$ cat src/rtl/t05_sram_burst_port.sv
// Multi-client SRAM burst engine: round-robin arbitration of NCLIENT requesters
// onto one wishbone-style master port, sequencing read, write and zero-fill bursts.
module t05_sram_burst_port #(
   parameter int          NCLIENT   = 4,
   parameter int          MAX_WORDS = 4,
   parameter int          AW        = 12,
   parameter int          LW        = 12,
   parameter logic [31:0] BASE_ADDR = 32'h3300_0000,
   parameter int          DEPTH     = 4096
) (
   input  logic                            clk,
   input  logic                            nrst,
   input  logic [NCLIENT-1:0]              req,
   input  logic [2*NCLIENT-1:0]            op,
   input  logic [NCLIENT*AW-1:0]           word_addr,
   input  logic [NCLIENT*LW-1:0]           len,
   input  logic [NCLIENT*MAX_WORDS*32-1:0] wdata,
   output logic [NCLIENT-1:0]              grant,
   output logic [NCLIENT-1:0]              done,
   output logic [NCLIENT-1:0]              err,
   output logic [MAX_WORDS*32-1:0]         rdata,
   output logic                            active,
   output logic                            wr_en,
   output logic                            r_en,
   output logic [3:0]                      select,
   output logic [31:0]                     addr,
   output logic [31:0]                     data_i,
   input  logic                            busy_o,
   input  logic [31:0]                     data_o,
   output logic [2:0]                      state_dbg
);

   localparam int IW = (NCLIENT > 1) ? $clog2(NCLIENT) : 1;
   localparam int SW = ((AW > LW) ? AW : LW) + 1;

   typedef enum logic [2:0] {
      S_IDLE   = 3'd0,
      S_CHECK  = 3'd1,
      S_ISSUE  = 3'd2,
      S_WAIT   = 3'd3,
      S_NEXT   = 3'd4,
      S_FINISH = 3'd5
   } state_t;

   state_t                  state;
   logic [IW-1:0]           ptr;
   logic [IW-1:0]           owner;
   logic [1:0]              cur_op;
   logic [AW-1:0]           cur_addr;
   logic [LW-1:0]           cur_len;
   logic [LW-1:0]           k;
   logic [MAX_WORDS*32-1:0] cur_wdata;
   logic                    busy_last;

   logic [1:0]              op_a   [NCLIENT];
   logic [AW-1:0]           addr_a [NCLIENT];
   logic [LW-1:0]           len_a  [NCLIENT];
   logic [MAX_WORDS*32-1:0] wd_a   [NCLIENT];

   for (genvar g = 0; g < NCLIENT; g++) begin : g_unpack
      assign op_a[g]   = op[2*g +: 2];
      assign addr_a[g] = word_addr[AW*g +: AW];
      assign len_a[g]  = len[LW*g +: LW];
      assign wd_a[g]   = wdata[MAX_WORDS*32*g +: MAX_WORDS*32];
   end

   // Handshake: a client raises req (level) with op/word_addr/len/wdata valid and
   // keeps it up until it sees its done or err pulse; grant is the ready/ownership
   // indication and stays high for the whole transfer. Fields are latched at grant.
   logic          pick_valid;
   logic [IW-1:0] pick_idx;
   logic [IW-1:0] cand;

   always_comb begin
      pick_valid = 1'b0;
      pick_idx   = ptr;
      cand       = ptr;
      for (int i = 0; i < NCLIENT; i++) begin
         cand = IW'((int'(ptr) + i) % NCLIENT);
         if (!pick_valid && req[cand]) begin
            pick_valid = 1'b1;
            pick_idx   = cand;
         end
      end
   end

   // Range check is done one bit wider than the operands so an overrun cannot wrap.
   logic [SW-1:0] end_word;
   logic          reject;
   assign end_word = SW'(cur_addr) + SW'(cur_len);
   assign reject   = (cur_op == 2'b11) ||
                     ((cur_op != 2'b10) && (32'(cur_len) >= 32'(MAX_WORDS))) ||
                     (32'(end_word) >= 32'(DEPTH));

   logic [31:0]   bus_word;
   logic [IW-1:0] next_ptr;
   assign bus_word = 32'(cur_addr) + 32'(k);
   assign next_ptr = (int'(owner) == NCLIENT - 1) ? '0 : owner + 1'b1;

   function automatic logic [31:0] pick_word(input logic [MAX_WORDS*32-1:0] w,
                                             input logic [LW-1:0] idx);
      logic [31:0] r;
      r = '0;
      for (int j = 0; j < MAX_WORDS; j++) begin
         if (idx == LW'(j)) r = w[(MAX_WORDS-1-j)*32 +: 32];
      end
      return r;
   endfunction

   assign select    = 4'hF;
   assign state_dbg = state;

   always_ff @(posedge clk or negedge nrst) begin
      if (!nrst) begin
         state     <= S_IDLE;
         ptr       <= '0;
         owner     <= '0;
         cur_op    <= '0;
         cur_addr  <= '0;
         cur_len   <= '0;
         cur_wdata <= '0;
         k         <= '0;
         busy_last <= 1'b0;
         grant     <= '0;
         done      <= '0;
         err       <= '0;
         rdata     <= '0;
         active    <= 1'b0;
         wr_en     <= 1'b0;
         r_en      <= 1'b0;
         addr      <= '0;
         data_i    <= '0;
      end else begin
         busy_last <= busy_o;
         wr_en     <= 1'b0;
         r_en      <= 1'b0;
         done      <= '0;
         err       <= '0;
         case (state)
            S_IDLE: begin
               if (pick_valid) begin
                  owner     <= pick_idx;
                  grant     <= NCLIENT'(1) << pick_idx;
                  active    <= 1'b1;
                  cur_op    <= op_a[pick_idx];
                  cur_addr  <= addr_a[pick_idx];
                  cur_len   <= len_a[pick_idx];
                  cur_wdata <= wd_a[pick_idx];
                  state     <= S_CHECK;
               end
            end
            S_CHECK: begin
               if (reject) begin
                  err[owner] <= 1'b1;
                  grant      <= '0;
                  active     <= 1'b0;
                  ptr        <= next_ptr;
                  state      <= S_FINISH;
               end else begin
                  k <= '0;
                  if (cur_op == 2'b00) rdata <= '0;
                  state <= S_ISSUE;
               end
            end
            S_ISSUE: begin
               if (!busy_o) begin
                  addr   <= BASE_ADDR + {bus_word[29:0], 2'b00};
                  data_i <= (cur_op == 2'b01) ? pick_word(cur_wdata, k) : 32'h0;
                  r_en   <= (cur_op == 2'b00);
                  wr_en  <= (cur_op != 2'b00);
                  state  <= S_WAIT;
               end
            end
            S_WAIT: begin
               if (busy_last && !busy_o) begin
                  if (cur_op == 2'b00) begin
                     for (int j = 0; j < MAX_WORDS; j++) begin
                        if (k == LW'(j)) rdata[(MAX_WORDS-1-j)*32 +: 32] <= data_o;
                     end
                  end
                  state <= S_NEXT;
               end
            end
            S_NEXT: begin
               if (k == cur_len) begin
                  done[owner] <= 1'b1;
                  grant       <= '0;
                  active      <= 1'b0;
                  ptr         <= next_ptr;
                  state       <= S_FINISH;
               end else begin
                  k     <= k + 1'b1;
                  state <= S_ISSUE;
               end
            end
            // Retire cycle: done/err is visible here so the client can drop req
            // before arbitration looks at it again.
            S_FINISH: state <= S_IDLE;
            default:  state <= S_IDLE;
         endcase
      end
   end

endmodule

$ cat config.mk
export PLATFORM = sky130hd
export DESIGN_NAME = t05_sram_burst_port
export DESIGN_NICKNAME = d
export VERILOG_FILES = /design/src/rtl/t05_sram_burst_port.sv
export SDC_FILE = /design/constraint.sdc
export NUM_CORES = 1
export LEC_CHECK = 0
export CAP_MARGIN = 5
export CORE_AREA = 2 2 334 336
export DETAILED_ROUTE_END_ITERATION = 16
export DIE_AREA = 0 0 336 338
export HOLD_SLACK_MARGIN = 0.05
export PLACE_DENSITY_LB_ADDON = 0.25
export SLEW_MARGIN = 40
export SYNTH_ARGS = -nofsm -noshare
export SYNTH_HDL_FRONTEND = slang
export SYNTH_SLANG_ARGS = --single-unit
export TNS_END_PERCENT = 1
$ cat constraint.sdc
create_clock -name clk -period 4 [get_ports clk]
set_input_delay 0.8 -clock clk [delete_from_list [all_inputs] [get_ports clk]]
set_output_delay 0.8 -clock clk [all_outputs]
set_load 0.03 [all_outputs]
==> flow_metrics.env <==
export IMPL_fin_crit_ps=3499
export IMPL_pwr_share_clk_pct=22.2
export IMPL_postLayoutCoreUtil_pct=28.61
export IMPL_final_setup_tns_ps=0
export IMPL_globalRouteTotalUtil_pct=17.69
export IMPL_grt_start_max_net_pins=100
export IMPL_synth_edff_count=0
export IMPL_path_clk_slew_ps=60
export IMPL_max_freq_ghz=0.2858
export IMPL_worst_slew_pin_slew_ps=884.0
export IMPL_finClkSkew_ps=20.13
export IMPL_fp_row_count=122
export IMPL_synth_seq_cells=363
export IMPL_die_w_um=336
export IMPL_dieArea_mm2=0.1136
export IMPL_ys_flop_type="dfrtp_1"
export IMPL_critPathCaptureType="flip-flop"
export IMPL_ctsResizeCount=0
export IMPL_syn_to_final_growth_pct=62.25
export IMPL_max_cap_viol_count=0
export IMPL_io_pins=869
export IMPL_grt_first_pass_wirelength_um=144400
export IMPL_drt_iter0_markers=1121
export IMPL_io_buffers=849
export IMPL_critPathBufInv=1
export IMPL_mostFrequentLayoutCells="848 x clkdlybuf4s50_1, 363 x dfrtp_1, 308 x mux2i_1, 219 x nor2_1, 190 x nand2_1"
export IMPL_switchingPower_mw=8.300
export IMPL_dr_pass1_iters=5
export IMPL_ys_warnings_count=0
export IMPL_cts_sinks=363
export IMPL_place_congestion=0.8488
export IMPL_seqPwrFrac_pct=29.7
export IMPL_cts_tree="yes"
export IMPL_rsz0062_at_grt="no"
export IMPL_hold_path_class="primary input to async pin"
export IMPL_postRouteAntennaNets=0
export IMPL_worstSetupPathType="flip-flop to flip-flop"
export IMPL_met2_usage_pct=30.76
export IMPL_postCtsSetupBuffers=0
export IMPL_switching_share_pct=42.16
export IMPL_overflow=0
export IMPL_async_reset_ff_share_pct=100.0
export IMPL_avgSynthCellArea_um2=10.32
export IMPL_netlist_area_mm2=0.01940
export IMPL_startpoint_type="flip-flop"
export IMPL_p_int_mw=11.39
export IMPL_vias_per_cell=4.456
export IMPL_start_util_pct=17.63
export IMPL_coreArea_mm2=0.1101
export IMPL_seq_area_frac_synth_pct=46.81
export IMPL_crit_arrival_ps=4040
export IMPL_ys_types=53
export IMPL_max_stage_delay_ps=790
export IMPL_ir_worst_vdd_uv=397.1
export IMPL_dp_hpwl_um=83260
export IMPL_antenna_found_initial=43
export IMPL_grt_use_met1_pct=20.74
export IMPL_postCtsHoldBufs=0
export IMPL_slew_violations=0
export IMPL_power_frac_comb_pct=48.1
export IMPL_cts_buffer_depth=3
export IMPL_required_ps=4540
export IMPL_slew_headroom_pct=41.07
export IMPL_cp_top_family="simple AND/OR/NAND/NOR gates"
export IMPL_grt_pass1_vias=19170
export IMPL_grt_busiest_layer="met2"
export IMPL_clock_latency_ps=610
export IMPL_finalSetupViolations=0
export IMPL_wl_um=104700
export IMPL_powerDensity_mw_per_mm2=625.3
export IMPL_fin_total_pwr_mw=19.69
export IMPL_period_share_pct=87.48
export IMPL_vias=18900
export IMPL_run_status="complete, no violations"
export IMPL_met3_usage_pct=4.834
export IMPL_cp_max_fo=27
export IMPL_hold_viol_final=0
export IMPL_syn_inst=1881
export IMPL_cts_made_buffers=47
export IMPL_layout_commonest_cell="clkdlybuf4s50_1"
export IMPL_htree_num_levels=2
export IMPL_worstPathCellList="or4_4 -> nor4_4 -> and3b_2 -> buf_4 -> a221oi_2 -> nor3_1 -> a221o_1"
export IMPL_leakagePower_nw=13.12
export IMPL_drc=0
export IMPL_cp_slowest_cell="and3b_2"
export IMPL_nets=3390
export IMPL_wire_per_inst_um=24.68
export IMPL_cts_root_buf="clkbuf_16"
export IMPL_drive_gt1_share_pct=7.119
export IMPL_dieHeight_um=338
-- cell type report --
class	instances	area [µm²]
antenna	14	35.03
sequential	363	9084
clock buffer	72	1390
fill	11690	78570
clock inverter	14	162.7
multi-input combinational	1334	9387
timing repair buffer	940	9504
tap	1488	1862
inverter	16	60.06
-- metal layers --
layer	vias up	part of all wire (%)	wire, µm
met4	14	3.2	3332
li1	8678	-	-
met2	831	50	52460
met1	9215	39	40830
met5	-	0.090	94
met3	162	7.6	7945
-- synthesized netlist by cell type, drive strengths merged, types with 7 or more instances --
cell type,number,share of area [%]
mux2i,308,16
ha,31,2.0
and2,7,0.23
nor2,221,4.3
nor3,42,1.1
nand2,196,3.9
clkbuf,73,1.4
inv,16,0.31
o22ai,130,4.2
a221o,32,1.7
o21ai,22,0.57
nand3,11,0.28
buf,112,3.8
dfrtp,363,47
a21oi,24,0.62
xor2,25,1.1
a221oi,185,8.3
-- cell families after synthesis --
group,share of synthesized area [%]
adder cells (fa/ha/maj),2.205
AND/OR/NAND/NOR,11.26
AO/OA/AOI/OAI,16.88
XOR/XNOR,1.128
multiplexers,16.12
other,0.03870
flip-flops,46.81
buffers and inverters,5.552
-- sequential cells by signal, indices dropped and copies added, names as in the netlist --
name / cells
owner: 2
k: 12
r_en: 1
active: 1
wr_en: 1
cur_op: 2
grant: 4
addr: 14
rdata: 128
cur_addr: 12
busy_last: 1
data_i: 32
cur_len: 12
cur_wdata: 128
state_dbg: 3
err: 4
done: 4
ptr: 2
-- final timing paths --
kind,from,endpoint,slack (ps),cells past startpoint
setup / recovery,k[6],data_i[11],500,7
hold / removal,nrst,rdata[94],140,1
setup reg to reg,k[6],data_i[11],500,7
hold reg to reg,addr[7],addr[7],480,2
max in group asynchronous,nrst,data_i[30],2800,3
min in group clk,addr[7],addr[7],480,2
-- power groups by stage --
stage	combinational (mW)	clock [mW]	sequential, mW
floorplan	5.11	0	5.87
global placement	9.50	0	5.91
detailed placement	9.53	0	5.90
CTS	9.58	4.52	5.86
global route	10.2	4.67	5.97
finish	9.46	4.38	5.84
-- through the flow --
step / hold WS, ps / worst slack, ps / cell area, µm² / instances
floorplan: 460.5 / 1242 / 19470 / 1898
detailed placement: 472.4 / 460.6 / 29840 / 4138
finish: 138.8 / 500.9 / 31480 / 4241
global placement: 461.8 / 518.4 / 29760 / 4136
CTS: 83.33 / 464.5 / 31390 / 4224
global route: 113.4 / 354.8 / 31480 / 4239
No activity file was read; power rests on OpenSTA's default activity.
